`src/rtl/tx_pattern_shifter.sv`:
```
// tx_pattern_shifter
// Transmit-side pattern serialiser. The host loads six samples into addressable
// slots while the block is idle, using the same 3-bit slot-select encoding as the
// receive-side readback. After commit, the block emits one slot per txstrobe on
// out_sample, starting with slot0. It pulses done on the strobe that follows the
// last sample.
//
// Optional build macro: TX_PATTERN_LOOP_EN. When it is defined, the pattern
// repeats from slot0 after slot5, and out_valid stays high until abort or reset.
//
// Ports:
//   clk        system clock, all logic on posedge
//   reset      synchronous, active-high
//   txstrobe   one-cycle sample-rate strobe from the TX path
//   wr_en      slot write enable (honoured only in IDLE)
//   sel        3-bit slot select for writes
//   wr_data    sample to write
//   commit     start transmitting the loaded pattern
//   abort      end any run and return to IDLE (highest priority)
//   out_sample registered sample to the TX path (IDLE_VALUE when not valid)
//   out_valid  out_sample holds a pattern sample
//   busy       state is ARMED or SHIFTING
//   done       one-cycle pulse at end of pattern
module tx_pattern_shifter #(
    parameter int               WIDTH      = 8,
    parameter logic [WIDTH-1:0] IDLE_VALUE = '0
) (
    input  logic             clk,
    input  logic             reset,
    input  logic             txstrobe,
    input  logic             wr_en,
    input  logic [2:0]       sel,
    input  logic [WIDTH-1:0] wr_data,
    input  logic             commit,
    input  logic             abort,
    output logic [WIDTH-1:0] out_sample,
    output logic             out_valid,
    output logic             busy,
    output logic             done
);

    typedef enum logic [1:0] {IDLE, ARMED, SHIFTING} state_t;

    state_t                 state;
    logic [5:0][WIDTH-1:0]  slots;
    logic [2:0]             idx;
    logic [2:0]             wr_slot;
    logic [WIDTH-1:0]       rd_sample;

    // sel[2:1] picks the slot pair and sel[0] picks the slot within that pair.
    // The unused codes 0 and 3 both select the slot4/slot5 pair.
    always_comb begin
        wr_slot = {2'b10, sel[0]};
        case (sel[2:1])
            2'd1:    wr_slot = {2'b00, sel[0]};
            2'd2:    wr_slot = {2'b01, sel[0]};
            default: wr_slot = {2'b10, sel[0]};
        endcase
    end

    // Read mux for the next sample. idx is only used here while it is in 1..5.
    always_comb begin
        rd_sample = slots[0];
        for (int i = 0; i < 6; i++)
            if (idx == 3'(i)) rd_sample = slots[i];
    end

    assign busy = (state != IDLE);

    always_ff @(posedge clk) begin
        if (reset) begin
            state      <= IDLE;
            slots      <= '0;
            idx        <= '0;
            out_sample <= IDLE_VALUE;
            out_valid  <= 1'b0;
            done       <= 1'b0;
        end else begin
            done <= 1'b0;
            if (abort) begin
                state      <= IDLE;
                idx        <= '0;
                out_sample <= IDLE_VALUE;
                out_valid  <= 1'b0;
            end else begin
                case (state)
                    IDLE: begin
                        // A write in the commit cycle lands before the first strobe
                        // can read it, so the new value is the one transmitted.
                        if (wr_en) slots[wr_slot] <= wr_data;
                        if (commit) state <= ARMED;
                    end
                    ARMED: begin
                        if (txstrobe) begin
                            out_sample <= slots[0];
                            out_valid  <= 1'b1;
                            idx        <= 3'd1;
                            state      <= SHIFTING;
                        end
                    end
                    SHIFTING: begin
                        if (txstrobe) begin
                            if (idx < 3'd6) begin
                                out_sample <= rd_sample;
                                idx        <= idx + 3'd1;
                            end else begin
                                done <= 1'b1;
`ifdef TX_PATTERN_LOOP_EN
                                out_sample <= slots[0];
                                idx        <= 3'd1;
`else
                                out_sample <= IDLE_VALUE;
                                out_valid  <= 1'b0;
                                idx        <= '0;
                                state      <= IDLE;
`endif
                            end
                        end
                    end
                    default: state <= IDLE;
                endcase
            end
        end
    end

endmodule

```
`config.mk`:
```
export PLATFORM = sky130hd
export DESIGN_NAME = tx_pattern_shifter
export DESIGN_NICKNAME = d
export VERILOG_FILES = /design/src/rtl/tx_pattern_shifter.sv
export SDC_FILE = /design/constraint.sdc
export NUM_CORES = 1
export LEC_CHECK = 0
export BUFFER_PORTS_ARGS = -buffer_cell sky130_fd_sc_hd__clkbuf_2
export CAP_MARGIN = 10
export CELL_PAD_IN_SITES_DETAIL_PLACEMENT = 0
export CELL_PAD_IN_SITES_GLOBAL_PLACEMENT = 1
export CORE_MARGIN = 2
export CORE_UTILIZATION = 46
export DETAILED_ROUTE_END_ITERATION = 8
export GPL_ROUTABILITY_DRIVEN = 0
export PLACE_DENSITY_LB_ADDON = 0.12
export SLEW_MARGIN = 20
export SYNTH_ARGS = -nofsm -noshare
export SYNTH_HDL_FRONTEND = slang
export SYNTH_SLANG_ARGS = --single-unit
```
`constraint.sdc`:
```
create_clock -name clk -period 2.5 [get_ports clk]
set_input_delay 0.5 -clock clk [delete_from_list [all_inputs] [get_ports clk]]
set_output_delay 0.5 -clock clk [all_outputs]
set_load 0.03 [all_outputs]
```
**After elaboration in Yosys (flattened, before gate mapping)**

Cells that the tools add are included.

- Mux-type cells: 27
- Reduce and logical (&&, ||, !) cells: 10
- Bitwise operators: 3
- Add/sub/neg operators: 1
- Magnitude comparators: 3
- Equality and inequality tests: 13

Operators with widths:

| cell | number |
|---|---|
| $mux W8 | 9 |
| $bwmux W48 | 1 |
| $demux W8 S3 | 1 |
| $pmux W8 S2 | 1 |
| $pmux W3 S2 | 2 |
| $mux W3 | 3 |
| $mux W2 | 4 |
| $ne A2 B2 Y1 const B | 4 |
| $reduce_and A4 Y1 | 2 |
| $eq A3 B2 Y1 const B | 2 |
| $eq A3 B3 Y1 const B | 2 |
| $pmux W2 S3 | 1 |
| $reduce_and A3 Y1 | 2 |
| $eq A2 B1 Y1 const B | 2 |
| $eq A2 B2 Y1 const B | 2 |
| $lt A3 B4 Y1 const B | 1 |
| $mux W1 | 4 |
| $reduce_bool A2 Y1 | 2 |
| $reduce_or A4 Y1 | 1 |
| $add A3 B1 Y3 const B | 1 |
| $eq A3 B1 Y1 const B | 1 |
| $ge A3 B1 Y1 const B | 1 |
| $lt A3 B3 Y1 const B | 1 |
| $not A1 Y1 | 3 |
| 4 further kinds | 4 |

- Output and inout port bits: 11
- Input bits: 17
- Logic and storage cells: 68
- Flip-flop bits (word level): 63

**Longest topological paths before layout**

Gate-level depths: netlist of the first run.

- Depth after elaboration: 9
- Gate-level depth with buffers: 8
- Depth with buffers taken out: 6

**Least setup slack after synthesis of the first run**

OpenSTA, ideal clock, no wires.

- Path kind: register to register
- Start point: reg idx[2]
- End point: reg out_sample[0]
- Setup slack: 0.560 ns
- Library setup time: 0.059 ns
- Stages on the path, launching flop included: 9
- Period minus slack after synthesis: 1.940 ns
- Path buffers: 3
- Required time: 2.441 ns
- Data arrival time: 1.881 ns
- Cell sequence: dfxtp_1 > clkinv_1 > buf_2 > ha_1 > clkbuf_1 > and2_1 > clkbuf_1 > a221oi_1 > o221a_2

- Longest elaborated chain between the ends: 9
- Elaborated cells between the ends (all ways): 14
- Classes of those cells: order compare (1); eq/ne (5); mux (8)

RTL lines:

| element | RTL line | RTL |
|---|---|---|
| start, declared | 46 | `logic [2:0] idx;` |
| start signal, assigned | 105 | `idx <= idx + 3'd1;` |
| $eq A3 B1 Y1 | 65 | `if (idx == 3'(i)) rd_sample = slots[i];` |
| $mux W8 (5 in a row) | 65 |  |
| $mux W8 * | 103 | `if (idx < 3'd6) begin` |
| $mux W8 * | 102 | `if (txstrobe) begin` |
| $pmux W8 S2 * | 86 | `case (state)` |
| end signal, assigned | 95 | `out_sample <= slots[0];` |
| end signal, assigned | 104 | `out_sample <= rd_sample;` |
| end, declared | 36 | `output logic [WIDTH-1:0] out_sample,` |

Mark *: on every way between the ends. The rest lies on a longest branch, timed or not. The select of a mux whose other input is x is not followed.
A chain may end at the register's enable or synchronous reset.

**Final worst setup path of the first run**

- Start point: reg idx[0]
- End point: reg out_sample[1]

Same word-level chain as after synthesis.

==> impl_metrics.py, run 1 <==
metrics = {
    "synth": {
        "synth_cells": 338,
        "yosys_warnings": 0,
        "synth_edf_count": 0,
        "seq_area_frac_synth_pct": 40.0,
        "syn-num-nets": 362,
        "postSynthAreaPerCell_um2": 9.32,
        "ys_ff_latch": 63,
        "ys_async_sr_fraction_pct": 0,
        "syn_area_um2": 3150,
        "synth_cell_types": 42,
        "ys.flop_type": "dfxtp_1",
    },
    "clocking": {
        "postCtsHoldBufs": 0,
        "cts-resized-gates": 0,
        "tritoncts": "done",
        "numCtsBuffers": 9,
        "cts.path.max_buffers": 2,
        "clk_latency_ps": 340,
        "root_buffer": "clkbuf_8",
        "path_clk_slew_ps": 70,
        "cts_setup_buffers": 0,
        "cts.sinks": 63,
        "htreeDepth": 3,
    },
    "floorplanning": {
        "dieArea_um2": 7520,
        "initial_core_util_pct": 46.9,
        "fp.dieW_um": 86.7,
        "fp-row-count": 30,
        "die_y_um": 86.7,
        "pin_count": 28,
        "core-area_um2": 6720,
    },
    "place": {
        "place_area_um2": 3310,
        "dpl.hpwl_um": 5570,
        "portBuffers": 27,
        "placedCellCount": 428,
        "post-place-ws_ps": 332,
    },
    "timing": {
        "rsz0062_at_grt": "no",
        "drv_slew": 0,
        "clock_skew_ps": 6.21,
        "setup_viol": 0,
        "tightestPinTransition_ps": 736,
        "min_period_ps": 2190,
        "holdWs_ps": 445,
        "timing.setup.tns_ps": 0,
        "fmax_mhz": 456,
        "worst_slack_ps": 308,
        "timing.final.crit_share_pct": 87.7,
        "relSlewSlack_pct": 50.8,
        "hold_viol": 0,
    },
    "critical_path": {
        "crit_slowest_cell": "o21bai_1",
        "worst-path-max-fanout": 17,
        "crit_type": "flop to flop",
        "r2r-end": "out_sample[1]$_SDFFE_PP0P_",
        "reg2reg_from": "idx[0]$_SDFFE_PP0P_",
        "critPathRequiredTime_ps": 2790,
        "cp_cell_sequence": "inv_1 > ha_1 > o21bai_1 > a2bb2oi_1 > a221oi_1 > o221a_2",
        "crit_path_end_kind": "flop",
        "slowest_delay_ps": 580,
        "start_kind": "flop",
        "critPathArrivalTime_ps": 2480,
        "reg2regPathDepth": 6,
        "timing.reg2reg.setup_slack_ps": 310,
    },
    "routing": {
        "met2_length_um": 3570,
        "routed-via-count": 2502,
        "wl_per_cell_um": 18.1,
        "drt-pass1-iter-count": 4,
        "drt-initial-drc-count": 126,
        "vias_per_cell": 5.64,
        "wl_met1_um": 4080,
        "top_layer": "met4",
        "drt_wl_total_um": 8050,
        "final_antenna_net_count": 0,
        "route.detailed.drc": 0,
        "dr_wl_met3_um": 301,
    },
    "status": {
        "status": "complete, no violations",
    },
    "pwr": {
        "p_leak_nw": 1.60,
        "p_seq_share_pct": 47.9,
        "p_switching_mw": 0.518,
        "p_per_area_nw_per_um2": 610,
        "swShare_pct": 24.1,
        "pwr-share-clk_pct": 45.4,
        "power_mw": 2.15,
        "p_int_mw": 1.64,
        "irDropWorstVdd_v": 0.000449,
        "comb_power_share_pct": 6.7,
    },
    "final_layout": {
        "drive_above_1_share_pct": 18.4,
        "design_area_um2": 3530,
        "num-fill-cells": 674,
        "antenna_cells": 0,
        "stdcell_count": 444,
        "areaGrowthSynthToFinish_pct": 12.2,
        "fin_util_pct": 52.6,
        "finalNetCount": 383,
    },
    "global_routing": {
        "antenna_found_initial": 0,
        "grt.overflow.total": 0,
        "grt_max_degree": 26,
        "gr-usage-all-layers_pct": 23.3,
        "grt_pass1_vias": 2441,
        "grt_pass1_wl_um": 13100,
    },
    "hold_path": {
        "holdPathStages": 3,
        "whs_endpoint": "state[0]$_SDFFE_PP0P_",
        "hold_path.class": "input port to flop",
        "hp-start": "commit",
    },
    "run": {
        "drv_cap": 0,
    },
}
cell usage in the layout, fill, tap and decap left out, types with 2 or more instances in the layout:
| cell | synthesis | routed |
|---|---|---|
| a21oi_1 | 11 | 11 |
| a221oi_1 | 8 | 8 |
| a22oi_1 | 2 | 2 |
| a2bb2oi_1 | 7 | 7 |
| a311oi_1 | 7 | 7 |
| and3b_1 | 7 | 7 |
| buf_4 | 4 | 8 |
| bufinv_16 | 0 | 2 |
| clkbuf_2 | 0 | 27 |
| clkbuf_8 | 1 | 9 |
| clkinvlp_4 | 0 | 3 |
| dfxtp_1 | 63 | 63 |
| ha_1 | 7 | 7 |
| inv_1 | 13 | 13 |
| mux2i_1 | 49 | 49 |
| nand2_1 | 12 | 12 |
| nand2b_1 | 7 | 7 |
| nand3_1 | 2 | 2 |
| nand3_2 | 3 | 3 |
| nand3b_1 | 12 | 12 |
| nor2_1 | 53 | 53 |
| nor3_1 | 4 | 4 |
| o2111ai_1 | 7 | 7 |
| o21ai_0 | 14 | 14 |
| o221a_2 | 7 | 7 |
| or2_2 | 2 | 2 |
worst max-delay path, delay by kind of cell, from the launching register on:
family / cells / cell delay, ps
buffers and inverters: 1 / 90
AO/OA/AOI/OAI: 4 / 1240
adder cells (fa/ha/maj): 1 / 390
flip-flops: 1 / 420
sequential cells by signal (all words and copies together), names as in the netlist:
register / flops
idx: 3
done: 1
state: 2
out_valid: 1
slots: 48
out_sample: 8
cell families (layout without fill, tap and decap cells):
group,after synthesis,count (layout),share of synthesized area (%)
AO/OA/AOI/OAI,68,68,16.5
adder cells (fa/ha/maj),7,7,2.78
buffers and inverters,39,65,5.84
flip-flops,63,63,40.0
multiplexers,49,49,15.6
AND/OR/NAND/NOR,112,112,19.2
power by group through the flow:
stage	combinational, mW	clock [mW]	sequential [mW]
6_report	0.145	0.978	1.03
5_1_grt	0.160	1.04	1.03
4_1_cts	0.146	0.995	1.03
3_5_place_dp	0.145	0	1.06
3_3_place_gp	0.145	0	1.05
2_1_floorplan	0.0932	0	1.05
layout make-up:
cell class	instances	area, µm²	share of cell area, %
clock buffer	9	124	3.51
multi-input combinational	236	1700	48.2
timing repair buffer	35	195	5.52
tap	80	100	2.83
inverter	14	52.6	1.49
sequential	63	1260	35.7
clock inverter	7	96.3	2.73
how the worst max path moves through the flow:
stage,depth (start not counted),end,startpoint
3_3_place_gp,6,out_sample[0]$_SDFFE_PP0P_,idx[0]$_SDFFE_PP0P_
5_1_grt,6,out_sample[0]$_SDFFE_PP0P_,idx[0]$_SDFFE_PP0P_
4_1_cts,6,out_sample[4]$_SDFFE_PP0P_,idx[0]$_SDFFE_PP0P_
2_1_floorplan,8,out_sample[0]$_SDFFE_PP0P_,idx[2]$_SDFFE_PP0P_
6_report,6,out_sample[1]$_SDFFE_PP0P_,idx[0]$_SDFFE_PP0P_
3_5_place_dp,6,out_sample[4]$_SDFFE_PP0P_,idx[0]$_SDFFE_PP0P_
synthesized netlist by cell type, types with 2 or more instances:
master / instances / area [µm²]
mux2i_1: 49 / 490
buf_2: 10 / 50.1
nor2_1: 53 / 199
a21oi_1: 11 / 55.1
nand3_1: 2 / 10.0
a221oi_1: 8 / 70.1
nand3b_1: 12 / 90.1
buf_4: 4 / 30.0
ha_1: 7 / 87.6
a22oi_1: 2 / 15.0
inv_1: 13 / 48.8
and3b_1: 7 / 61.3
nand2b_1: 7 / 43.8
nand3_2: 3 / 30.0
a311oi_1: 7 / 61.3
or2_2: 2 / 12.5
o221a_2: 7 / 78.8
o21ai_0: 14 / 70.1
dfxtp_1: 63 / 1260
nor3_1: 4 / 20.0
a2bb2oi_1: 7 / 61.3
o2111ai_1: 7 / 61.3
clkbuf_1: 9 / 33.8
nand2_1: 12 / 45.0
routing by layer:
layer,GRT usage (%),up-vias
met5,0,-
met4,7.10,0
met3,5.43,11
met2,35.2,50
met1,32.9,1175
li1,-,1266
Power figures use the tool's default switching activity.
==> run 2: changes to the inputs <==
--- a/config.mk
+++ b/config.mk
@@ -5,12 +5,13 @@
 export SDC_FILE = /design/constraint.sdc
 export NUM_CORES = 1
 export LEC_CHECK = 0
+export ABC_AREA = 1
 export BUFFER_PORTS_ARGS = -buffer_cell sky130_fd_sc_hd__clkbuf_2
 export CAP_MARGIN = 10
 export CELL_PAD_IN_SITES_DETAIL_PLACEMENT = 0
 export CELL_PAD_IN_SITES_GLOBAL_PLACEMENT = 1
 export CORE_MARGIN = 2
-export CORE_UTILIZATION = 46
+export CORE_UTILIZATION = 43
 export DETAILED_ROUTE_END_ITERATION = 8
 export GPL_ROUTABILITY_DRIVEN = 0
 export PLACE_DENSITY_LB_ADDON = 0.12
==> impl_metrics.py, run 2 <==
metrics = {
    "timing": {
        "timing.final.crit_share_pct": 70.6,
        "min_period_ps": 1760,
        "rsz0062_at_grt": "no",
        "fmax_mhz": 567,
        "tightestPinTransition_ps": 409,
        "hold_viol": 0,
        "relSlewSlack_pct": 72.7,
        "drv_slew": 0,
        "setup_viol": 0,
        "timing.setup.tns_ps": 0,
        "clock_skew_ps": 6.43,
    },
    "clocking": {
        "cts.sinks": 63,
        "numCtsBuffers": 9,
        "postCtsHoldBufs": 0,
        "htreeDepth": 3,
        "path_clk_slew_ps": 70,
        "clk_latency_ps": 330,
        "cts-resized-gates": 0,
        "tritoncts": "done",
        "cts.path.max_buffers": 2,
        "cts_setup_buffers": 0,
        "root_buffer": "clkbuf_8",
    },
    "floorplanning": {
        "pin_count": 28,
        "fp-row-count": 30,
        "die_y_um": 87.5,
        "initial_core_util_pct": 44.4,
        "core-area_um2": 6760,
        "dieArea_um2": 7660,
        "fp.dieW_um": 87.5,
    },
    "critical_path": {
        "critPathRequiredTime_ps": 2770,
        "crit_top_cell": "nand2_1",
        "start_kind": "flop",
        "timing.reg2reg.setup_slack_ps": 740,
        "reg2reg_from": "idx[2]$_SDFFE_PP0P_",
        "crit_slowest_cell": "ha_1",
        "critPathArrivalTime_ps": 2030,
        "cp_cell_sequence": "inv_2 > ha_1 > inv_1 > nand2_1 > inv_1 > nand2_1 > nand2_1 > nand2_1 > nand2_1 > a21oi_1",
        "slowest_delay_ps": 380,
        "reg2regPathDepth": 10,
        "crit_type": "flop to flop",
        "critPathTopFamily": "buffers and inverters",
        "worst-path-max-fanout": 20,
        "crit_path_end_kind": "flop",
        "r2r-end": "out_sample[7]$_SDFFE_PP0P_",
        "crit_buf_inv": 3,
    },
    "synth": {
        "synth_cell_types": 21,
        "yosys_warnings": 0,
        "ys_ff_latch": 63,
        "synth.top_cells.by_count": "82 x a21oi_1, 78 x inv_1, 65 x o21ai_0, 63 x dfxtp_1, 57 x nand2_1",
        "syn-num-nets": 444,
        "synth_top_area_share_pct": 42.1,
        "yosysMostFrequentCell": "a21oi_1",
        "ys.flop_type": "dfxtp_1",
        "syn_area_um2": 3000,
        "synth_edf_count": 0,
        "seq_area_frac_synth_pct": 42.1,
        "ys_async_sr_fraction_pct": 0,
        "synth.top_cells.by_area": "dfxtp_1 42%, a21oi_1 14%, o21ai_0 11%",
        "synth_cells": 420,
        "postSynthAreaPerCell_um2": 7.14,
        "yosysTopAreaCell": "dfxtp_1",
    },
    "routing": {
        "drt-initial-drc-count": 165,
        "drt_wl_total_um": 7950,
        "vias_per_cell": 4.90,
        "wl_per_cell_um": 15.1,
        "routed-via-count": 2581,
        "route.detailed.drc": 0,
        "final_antenna_net_count": 0,
        "drt-pass1-iter-count": 4,
    },
    "place": {
        "portBuffers": 27,
        "dpl.hpwl_um": 5930,
        "place_area_um2": 3170,
    },
    "run": {
        "drv_cap": 0,
    },
    "final_layout": {
        "layout.cells.most_common": "a21oi_1",
        "areaGrowthSynthToFinish_pct": 13.1,
        "multi_input_area_um2": 1350,
        "reg_top3": "slots: 48 flops, out_sample: 8 flops, idx: 3 flops",
        "regArea_um2": 1260,
        "antenna_cells": 0,
        "largest_register_ffs": 48,
        "drive_above_1_share_pct": 13.2,
        "finalNetCount": 468,
        "num-fill-cells": 693,
        "largest-register": "slots",
        "layout_common_cells": "82 x a21oi_1, 78 x inv_1, 65 x o21ai_0, 63 x dfxtp_1, 57 x nand2_1",
        "design_area_um2": 3390,
    },
    "status": {
        "status": "complete, no violations",
    },
    "hold_path": {
        "hold_path.class": "input port to flop",
        "whs_endpoint": "state[0]$_SDFFE_PP0P_",
        "hp-start": "commit",
        "holdPathStages": 3,
    },
    "global_routing": {
        "use_met2_pct": 32.9,
        "top_usage_layer": "met1",
        "antenna_found_initial": 0,
        "grt_pass1_vias": 2406,
        "grt_pass1_wl_um": 12800,
        "grt_util_met1_pct": 34.1,
        "grt.overflow.total": 0,
        "gr-usage-all-layers_pct": 22.7,
        "met3_usage_pct": 3.79,
        "grt_max_degree": 49,
    },
    "pwr": {
        "p_per_area_nw_per_um2": 647,
        "irDropWorstVdd_v": 0.000461,
        "p_leak_nw": 1.44,
    },
}
==> run 2: changes by cell type after synthesis, sizes merged, moves of 48 or more <==
cell / previous run / this run
a21oi: 12 / 83
nor2: 53 / 3
o21ai: 14 / 71
inv: 13 / 82
nand2: 12 / 60
mux2i: 49 / 0
==> run 2: where the power goes <==
group	total [mW]	leakage (nW)	switching [mW]	internal [mW]
Clock	0.985	0.108	0.380	0.605
Combinational	0.170	0.821	0.119	0.0506
Sequential	1.04	0.510	0.00913	1.03
Total	2.19	1.44	0.508	1.68
==> run 2: worst max path at each step <==
stage / slack, ps / from / to / cells after the start
after floorplan: 1020 / idx[2]$_SDFFE_PP0P_ / out_sample[0]$_SDFFE_PP0P_ / 12
after CTS: 720 / idx[2]$_SDFFE_PP0P_ / out_sample[7]$_SDFFE_PP0P_ / 10
after global routing: 490 / idx[2]$_SDFFE_PP0P_ / out_sample[7]$_SDFFE_PP0P_ / 10
final: 740 / idx[2]$_SDFFE_PP0P_ / out_sample[7]$_SDFFE_PP0P_ / 10
after detailed placement: 730 / idx[2]$_SDFFE_PP0P_ / out_sample[7]$_SDFFE_PP0P_ / 10
after global placement: 770 / idx[2]$_SDFFE_PP0P_ / out_sample[5]$_SDFFE_PP0P_ / 10
==> run 2: per-layer routing <==
| layer | vias up | wire (µm) | share of wire (%) |
|---|---|---|---|
| met4 | 0 | 23 | 0.29 |
| met3 | 2 | 467 | 5.9 |
| met2 | 44 | 3540 | 45 |
| met5 | - | 0 | 0 |
| li1 | 1418 | - | - |
| met1 | 1117 | 3910 | 49 |
==> run 2: tightest hold or removal path: cells and delay by family <==
| kind | cells | cell delay, ps |
|---|---|---|
| compound gates | 1 | 60 |
| buf+inv | 1 | 80 |
| simple gates | 1 | 70 |
==> run 2: cell type report <==
type,instances,share of cell area [%]
multi-input cells,259,39.9
clock buffers,11,4.46
inverters,82,9.08
flip-flops and latches,63,37.2
repair buffers,29,4.43
clock inverters,3,1.99
well taps,80,2.95
==> run 2: stage by stage <==
stage	instances	power (mW)	util, %	setup WS [ps]	hold WS, ps
global placement	513	1.23	46.9	766	437
CTS	527	2.22	50.2	720	408
finish	527	2.19	50.2	736	420
global route	527	2.29	50.2	494	413
floorplan	420	1.17	-	1020	424
detailed placement	513	1.23	46.9	730	442
==> run 2: cell families (layout without fill, tap and decap cells) <==
logic type                 after synthesis  count (layout)  share of synthesized area [%]
AOI/OAI and AO/OA                      156             156                           26.6
buffers and inverters                   98             125                           12.8
and+or+nand+nor                         96              96                           15.6
DFF                                     63              63                           42.1
adders and majority gates                7               7                           2.92
